$ cat src/rtl/serial_compare_arbiter_if.sv
// Request/operand/result bundle between two requesters and the serial comparator.
// Operands are sampled only at grant; results are registered in the comparator.
interface serial_compare_arbiter_if #(
    parameter int WIDTH = 8
);
    logic             req0;
    logic [WIDTH-1:0] a0;
    logic [WIDTH-1:0] b0;
    logic             req1;
    logic [WIDTH-1:0] a1;
    logic [WIDTH-1:0] b1;
    logic             busy;
    logic [1:0]       done;
    logic             gt;
    logic             eq;

    // Requester side drives requests and operands.
    modport master (
        output req0, a0, b0, req1, a1, b1,
        input  busy, done, gt, eq
    );

    // Comparator side.
    modport slave (
        input  req0, a0, b0, req1, a1, b1,
        output busy, done, gt, eq
    );
endinterface

$ cat src/rtl/serial_compare_arbiter.sv
// Round-robin share of one 2-bit comparator between two requesters, MSB-first with early exit.
// done arrives 2..NS+1 cycles after the grant cycle; requests raised while busy wait in IDLE.
module serial_compare_arbiter #(
    parameter int WIDTH = 8
) (
    input  logic                    clk,
    input  logic                    reset_n,
    serial_compare_arbiter_if.slave bus
);
    localparam int NS = WIDTH / 2;
    localparam int CW = (NS > 1) ? $clog2(NS) : 1;
    localparam logic [CW-1:0] LAST = CW'(NS - 1);

    typedef enum logic [1:0] {
        S_IDLE,
        S_RUN,
        S_DONE
    } state_t;

    state_t           state_q, state_d;
    logic [WIDTH-1:0] sa_q, sa_d;
    logic [WIDTH-1:0] sb_q, sb_d;
    logic [CW-1:0]    cnt_q, cnt_d;
    logic             gnt_q, gnt_d;
    logic             prio_q, prio_d;
    logic             busy_q, busy_d;
    logic [1:0]       done_q, done_d;
    logic             gt_q, gt_d;
    logic             eq_q, eq_d;

    logic [1:0] slice_a;
    logic [1:0] slice_b;
    logic       g2;
    logic       l2;
    logic       sel;

    function automatic logic gt2(input logic [1:0] x, input logic [1:0] y);
        return (x[1] & ~y[1]) | ((x[1] ~^ y[1]) & x[0] & ~y[0]);
    endfunction

    assign slice_a = sa_q[WIDTH-1 -: 2];
    assign slice_b = sb_q[WIDTH-1 -: 2];
    assign g2      = gt2(slice_a, slice_b);
    assign l2      = gt2(slice_b, slice_a);
    // Requester 1 wins when it is alone or when both ask and the pointer favours it.
    assign sel     = bus.req1 & (~bus.req0 | prio_q);

    always_comb begin
        state_d = state_q;
        sa_d    = sa_q;
        sb_d    = sb_q;
        cnt_d   = cnt_q;
        gnt_d   = gnt_q;
        prio_d  = prio_q;
        busy_d  = busy_q;
        done_d  = 2'b00;
        gt_d    = gt_q;
        eq_d    = eq_q;
        case (state_q)
            S_IDLE: begin
                if (bus.req0 | bus.req1) begin
                    sa_d    = sel ? bus.a1 : bus.a0;
                    sb_d    = sel ? bus.b1 : bus.b0;
                    cnt_d   = '0;
                    gnt_d   = sel;
                    prio_d  = ~sel;
                    busy_d  = 1'b1;
                    state_d = S_RUN;
                end
            end
            S_RUN: begin
                if (g2 | l2 | (cnt_q == LAST)) begin
                    gt_d    = g2;
                    eq_d    = ~g2 & ~l2;
                    done_d  = gnt_q ? 2'b10 : 2'b01;
                    state_d = S_DONE;
                end else begin
                    sa_d  = sa_q << 2;
                    sb_d  = sb_q << 2;
                    cnt_d = cnt_q + CW'(1);
                end
            end
            S_DONE: begin
                busy_d  = 1'b0;
                state_d = S_IDLE;
            end
            default: begin
                busy_d  = 1'b0;
                state_d = S_IDLE;
            end
        endcase
    end

    always_ff @(posedge clk or negedge reset_n) begin
        if (!reset_n) begin
            state_q <= S_IDLE;
            sa_q    <= '0;
            sb_q    <= '0;
            cnt_q   <= '0;
            gnt_q   <= 1'b0;
            prio_q  <= 1'b0;
            busy_q  <= 1'b0;
            done_q  <= 2'b00;
            gt_q    <= 1'b0;
            eq_q    <= 1'b0;
        end else begin
            state_q <= state_d;
            sa_q    <= sa_d;
            sb_q    <= sb_d;
            cnt_q   <= cnt_d;
            gnt_q   <= gnt_d;
            prio_q  <= prio_d;
            busy_q  <= busy_d;
            done_q  <= done_d;
            gt_q    <= gt_d;
            eq_q    <= eq_d;
        end
    end

    assign bus.busy = busy_q;
    assign bus.done = done_q;
    assign bus.gt   = gt_q;
    assign bus.eq   = eq_q;
endmodule

$ cat src/flat_wrapper.sv
// flat-port wrapper written by rule: the top's interface ports become plain ports
module serial_compare_arbiter_flat 
#(
    parameter int WIDTH = 8
)
  (clk, reset_n, bus_req0, bus_a0, bus_b0, bus_req1, bus_a1, bus_b1, bus_busy, bus_done, bus_gt, bus_eq);
  serial_compare_arbiter_if #(.WIDTH(WIDTH)) bus_i ();
  input  logic clk;
  input  logic reset_n;
  input wire logic [$bits(bus_i.req0)-1:0] bus_req0;
  input wire logic [$bits(bus_i.a0)-1:0] bus_a0;
  input wire logic [$bits(bus_i.b0)-1:0] bus_b0;
  input wire logic [$bits(bus_i.req1)-1:0] bus_req1;
  input wire logic [$bits(bus_i.a1)-1:0] bus_a1;
  input wire logic [$bits(bus_i.b1)-1:0] bus_b1;
  output wire logic [$bits(bus_i.busy)-1:0] bus_busy;
  output wire logic [$bits(bus_i.done)-1:0] bus_done;
  output wire logic [$bits(bus_i.gt)-1:0] bus_gt;
  output wire logic [$bits(bus_i.eq)-1:0] bus_eq;
  assign bus_i.req0 = bus_req0;
  assign bus_i.a0 = bus_a0;
  assign bus_i.b0 = bus_b0;
  assign bus_i.req1 = bus_req1;
  assign bus_i.a1 = bus_a1;
  assign bus_i.b1 = bus_b1;
  assign bus_busy = bus_i.busy;
  assign bus_done = bus_i.done;
  assign bus_gt = bus_i.gt;
  assign bus_eq = bus_i.eq;
  serial_compare_arbiter #(.WIDTH(WIDTH)) u_core (.clk(clk), .reset_n(reset_n), .bus(bus_i));
endmodule
$ cat config.mk
export PLATFORM = sky130hd
export DESIGN_NAME = serial_compare_arbiter_flat
export DESIGN_NICKNAME = d
export VERILOG_FILES = /design/src/rtl/serial_compare_arbiter_if.sv /design/src/rtl/serial_compare_arbiter.sv /design/src/flat_wrapper.sv
export SDC_FILE = /design/constraint.sdc
export NUM_CORES = 1
export LEC_CHECK = 0
export CAP_MARGIN = 10
export CORE_ASPECT_RATIO = 1.5
export CORE_MARGIN = 2
export CORE_UTILIZATION = 30
export CTS_CLUSTER_SIZE = 14
export DETAILED_ROUTE_END_ITERATION = 8
export SLEW_MARGIN = 20
export SYNTH_ARGS = -nofsm -noshare
export SYNTH_HDL_FRONTEND = slang
export SYNTH_SLANG_ARGS = --single-unit
$ cat constraint.sdc
create_clock -name clk -period 1.37 [get_ports clk]
set_input_delay 0.274 -clock clk [delete_from_list [all_inputs] [get_ports clk]]
set_output_delay 0.274 -clock clk [all_outputs]
set_load 0.02 [all_outputs]
==> implementation parameters <==
Parameter                              Value

Status
  Outcome    finished, violations left
  Violated checks    DRC, setup timing

STA
  Count of final max-slew check failures    0
  Final hold vios    0
  Number of setup violations in the final report    22
  Setup repair after global routing missed its margin    true
  Highest achievable clock rate    625 MHz
  Max-slew headroom    0.774
  Fin crit share    1.17
  Final critical-path required period    1.60 ns
  Worst setup skew after layout    0.00653 ns
  Setup WS post-layout    -0.230 ns
  Worst Max-Slew Pin Slew    0.339 ns

Detailed routing
  Routed wire length    3.49 mm
  Vias after detailed routing    1188
  Detailed-router iteration count before antenna repair    6
  1st-iter DRT viols    15
  Wire length per cell    15.2 um
  Remaining routing DRC violations    1
  Vias per Instance    5.19
  Number of nets with antenna violations after routing    0

Yosys
  Most instantiated cells after synthesis    27 x dfrtp_1, 12 x a211o_1, 12 x and3_1
  Net count after synthesis    158
  Most repeated cell in the gate-level netlist after synthesis    dfrtp_1
  Largest area contributor in the synthesized netlist    dfrtp_1
  Sequential cell area fraction in the yosys report    0.503
  Most area-consuming cells after synthesis    dfrtp_1 50%, a211o_1 7.8%, o221a_1 7.5%
  Primary flip-flop cell chosen by synthesis mapping    dfrtp_1
  Area fraction of the dominant cell type after synthesis    0.503
  Synthesis-stage register bit count    27
  Netlist cell types    28
  Cell count after synthesis    119
  Cell Area, Synth    1340 um^2
  Share of flip-flops with an asynchronous set or reset after synthesis    1.00
  Post-synth EDFFs    0
  Number of synthesis warnings    0
  Average footprint of a synthesized cell    11.3 um^2

Layout
  Area grow syn2layout    57.3%
  Filler instances    408
  Antenna fix cells    0
  Layout cell share with drive strength beyond 1    0.268
  # nets final    223
  Post-route cell area    2110 um^2
  Number of standard cells in the final layout excluding fillers    229

Setup path
  Reg2reg start    u_core.sa_q[7]
  Category of the worst setup path launch point    flop
  Largest delay contributor family on the critical path    compound AO/OA/AOI/OAI gates
  Delay of the slowest critical-path stage    0.46 ns
  R2R setup slack    -0.23 ns
  CP Data Required Time    1.54 ns
  Type of destination of the critical path    flop
  Slowest library cell on the worst path    dfrtp_2
  Crit path arrival time    1.77 ns
  Worst Setup SP    u_core.sa_q[7]
  Critical Setup Path Class    flop to flop
  Max Fanout on Critical Path    7
  Crit path buf inv count    1
  Critical Path, Cell by Cell    ha_4, inv_2, o2111ai_4, nand2_4, o221a_2

Clock tree
  Clock tree root buffer cell    clkbuf_8
  Total of hold buffers inserted after clock tree synthesis    0
  Later-pin clock latency in the skew report    0.28 ns
  Num CTS Buffers    3
  TritonCTS clock tree    built
  Buffer levels on the longest clock path    2
  Clock tree sinks    27
  Clock edge transition at the registers on the reported setup and hold paths    0.09 ns
  Maximum level of the CTS H-tree    1

Global routing
  Met1 global-route usage    0.183
  Global Route met3 Usage    0.0271
  First-pass GRT wire length    5.87 mm
  Met2 Track Usage GR    0.252
  GRT Overall Usage    0.154
  Initial antenna violation count    0
  Number of global-route vias before repair    1267
  Grt total ovfl    0
  Pin count of the biggest net entering global routing    28
  Busiest metal layer after global routing    met2

Placed design
  Count of buffers from port buffering    40
  Total placed cells including tap cells    221
  HPWL after detailed placement    2.57 mm
  Post-DP Area    1950 um^2
  RD Place Congestion    0.754

Floorplan
  IO Count    41
  Height of the chip    85.9 um
  Horizontal die dimension    58.6 um
  Site row count    29
  Overall die area    5040 um^2
  CORE AREA    4280 um^2
  Initial core utilization    0.314

Pwr
  Power density cells    2080 nW/um^2
  Clock network power share    0.104
  VDD IR max    0.696 mV
  Leakage dissipation    0.966 nW
  Net switching share of the total power    0.378
  Total net switching power    1.66 mW
  Comb power frac    0.568
  Power share of the sequential group    0.328
  Internal power    2.73 mW

Min path
  Type of the tightest min-delay check    primary input to async pin

Job
  Number of max-capacitance violations reported    0
[power groups by stage]
stage / Clock [mW] / Sequential [mW] / Combinational, mW
3_5_place_dp: 0 / 1.42 / 2.08
4_1_cts: 0.463 / 1.43 / 2.42
6_report: 0.459 / 1.44 / 2.49
5_1_grt: 0.499 / 1.48 / 2.75
3_3_place_gp: 0 / 1.40 / 2.02
2_1_floorplan: 0 / 1.41 / 1.27
[path summary, 6_finish.rpt]
kind / end / cells after the start
worst max-delay path: u_core.sa_q[2] / 5
worst min-delay path: u_core.sb_q[2] / 2
worst max register to register: u_core.sa_q[2] / 5
worst min register to register: u_core.bus.done[0] / 1
max in group asynchronous: u_core.sa_q[7] / 2
min in group clk: u_core.bus.done[0] / 1
[cell families (layout without fill, tap and decap cells)]
family | count (synthesis) | count (layout) | share of synthesized area
fa+ha+maj | 3 | 3 | 0.0280
simple gates | 28 | 29 | 0.117
buf+inv | 15 | 78 | 0.0541
xor+xnor | 1 | 1 | 0.00652
mux | 5 | 5 | 0.0382
flops | 27 | 27 | 0.503
compound gates | 40 | 40 | 0.253
[state kept, by name (all words and copies together), names as in the netlist]
signal / flops
u_core.sa_q: 8
u_core.sb_q: 8
u_core.bus.done: 2
u_core.cnt_q: 2
u_core.state_q: 2
u_core.bus.busy: 1
u_core.bus.eq: 1
u_core.bus.gt: 1
u_core.gnt_q: 1
u_core.prio_q: 1
[layout make-up]
cell class                      instances  area [um^2]  area share
Multi-Input combinational cell         78          691       0.327
Sequential cell                        27          677       0.320
Timing Repair Buffer                   67          616       0.291
Tap cell                               46         57.6      0.0273
Clock buffer                            4         45.0      0.0213
Inverter                                7         26.3      0.0124
[metrics by stage]
stage / power (mW) / TNS, ns / util / hold WS, ns / setup WS [ns]
2_1_floorplan: 2.68 / -0.952 / - / -0.0216 / -0.0826
3_3_place_gp: 3.42 / -5.90 / 0.455 / 0.430 / -0.329
3_5_place_dp: 3.50 / -6.71 / 0.455 / 0.440 / -0.344
4_1_cts: 4.31 / -3.82 / 0.489 / 0.349 / -0.218
5_1_grt: 4.73 / -5.06 / 0.493 / 0.360 / -0.290
6_report: 4.39 / -3.45 / 0.493 / 0.342 / -0.230
[per-layer routing]
metal | vias to the layer above | share of wire
met1 | 572 | 0.41
met4 | 0 | 0.032
li1 | 579 | -
met5 | - | 0
met3 | 10 | 0.042
met2 | 27 | 0.51
[what timing repair did]
action | in CTS | in global routing
resized for setup | 23 | 7
pin swaps | 2 | 2
cloned | 1 | 0
setup buffers | 3 | 0
endpoints found under the setup margin | 29 | 23
[worst register-to-register path: cells and delay by family (launching register included)]
| kind | cells | cell delay (ns) |
|---|---|---|
| buf+inv | 1 | 0.04 |
| simple gates | 1 | 0.15 |
| fa+ha+maj | 1 | 0.28 |
| flops | 1 | 0.46 |
| compound gates | 2 | 0.57 |
[layout by cell type, fill, tap and decap left out, types with 2 or more instances in the layout]
| cell type | Yosys | routed |
|---|---|---|
| dlygate4sd2_1 | 0 | 6 |
| nand2_1 | 2 | 2 |
| dfrtp_1 | 27 | 26 |
| clkbuf_8 | 0 | 3 |
| clkdlybuf4s50_1 | 0 | 34 |
| o21ai_1 | 2 | 5 |
| and3_1 | 12 | 12 |
| mux2i_1 | 4 | 4 |
| buf_4 | 1 | 24 |
| buf_6 | 1 | 2 |
| nor2_1 | 3 | 2 |
| inv_2 | 0 | 2 |
| nand2_4 | 0 | 2 |
| a21oi_1 | 2 | 2 |
| o221a_4 | 0 | 2 |
| nand3_2 | 0 | 2 |
| o221a_1 | 9 | 9 |
| o21ai_0 | 8 | 4 |
| nand3_1 | 6 | 4 |
| a211o_1 | 12 | 12 |
| inv_1 | 7 | 5 |
(Power assumes the default switching activity.)
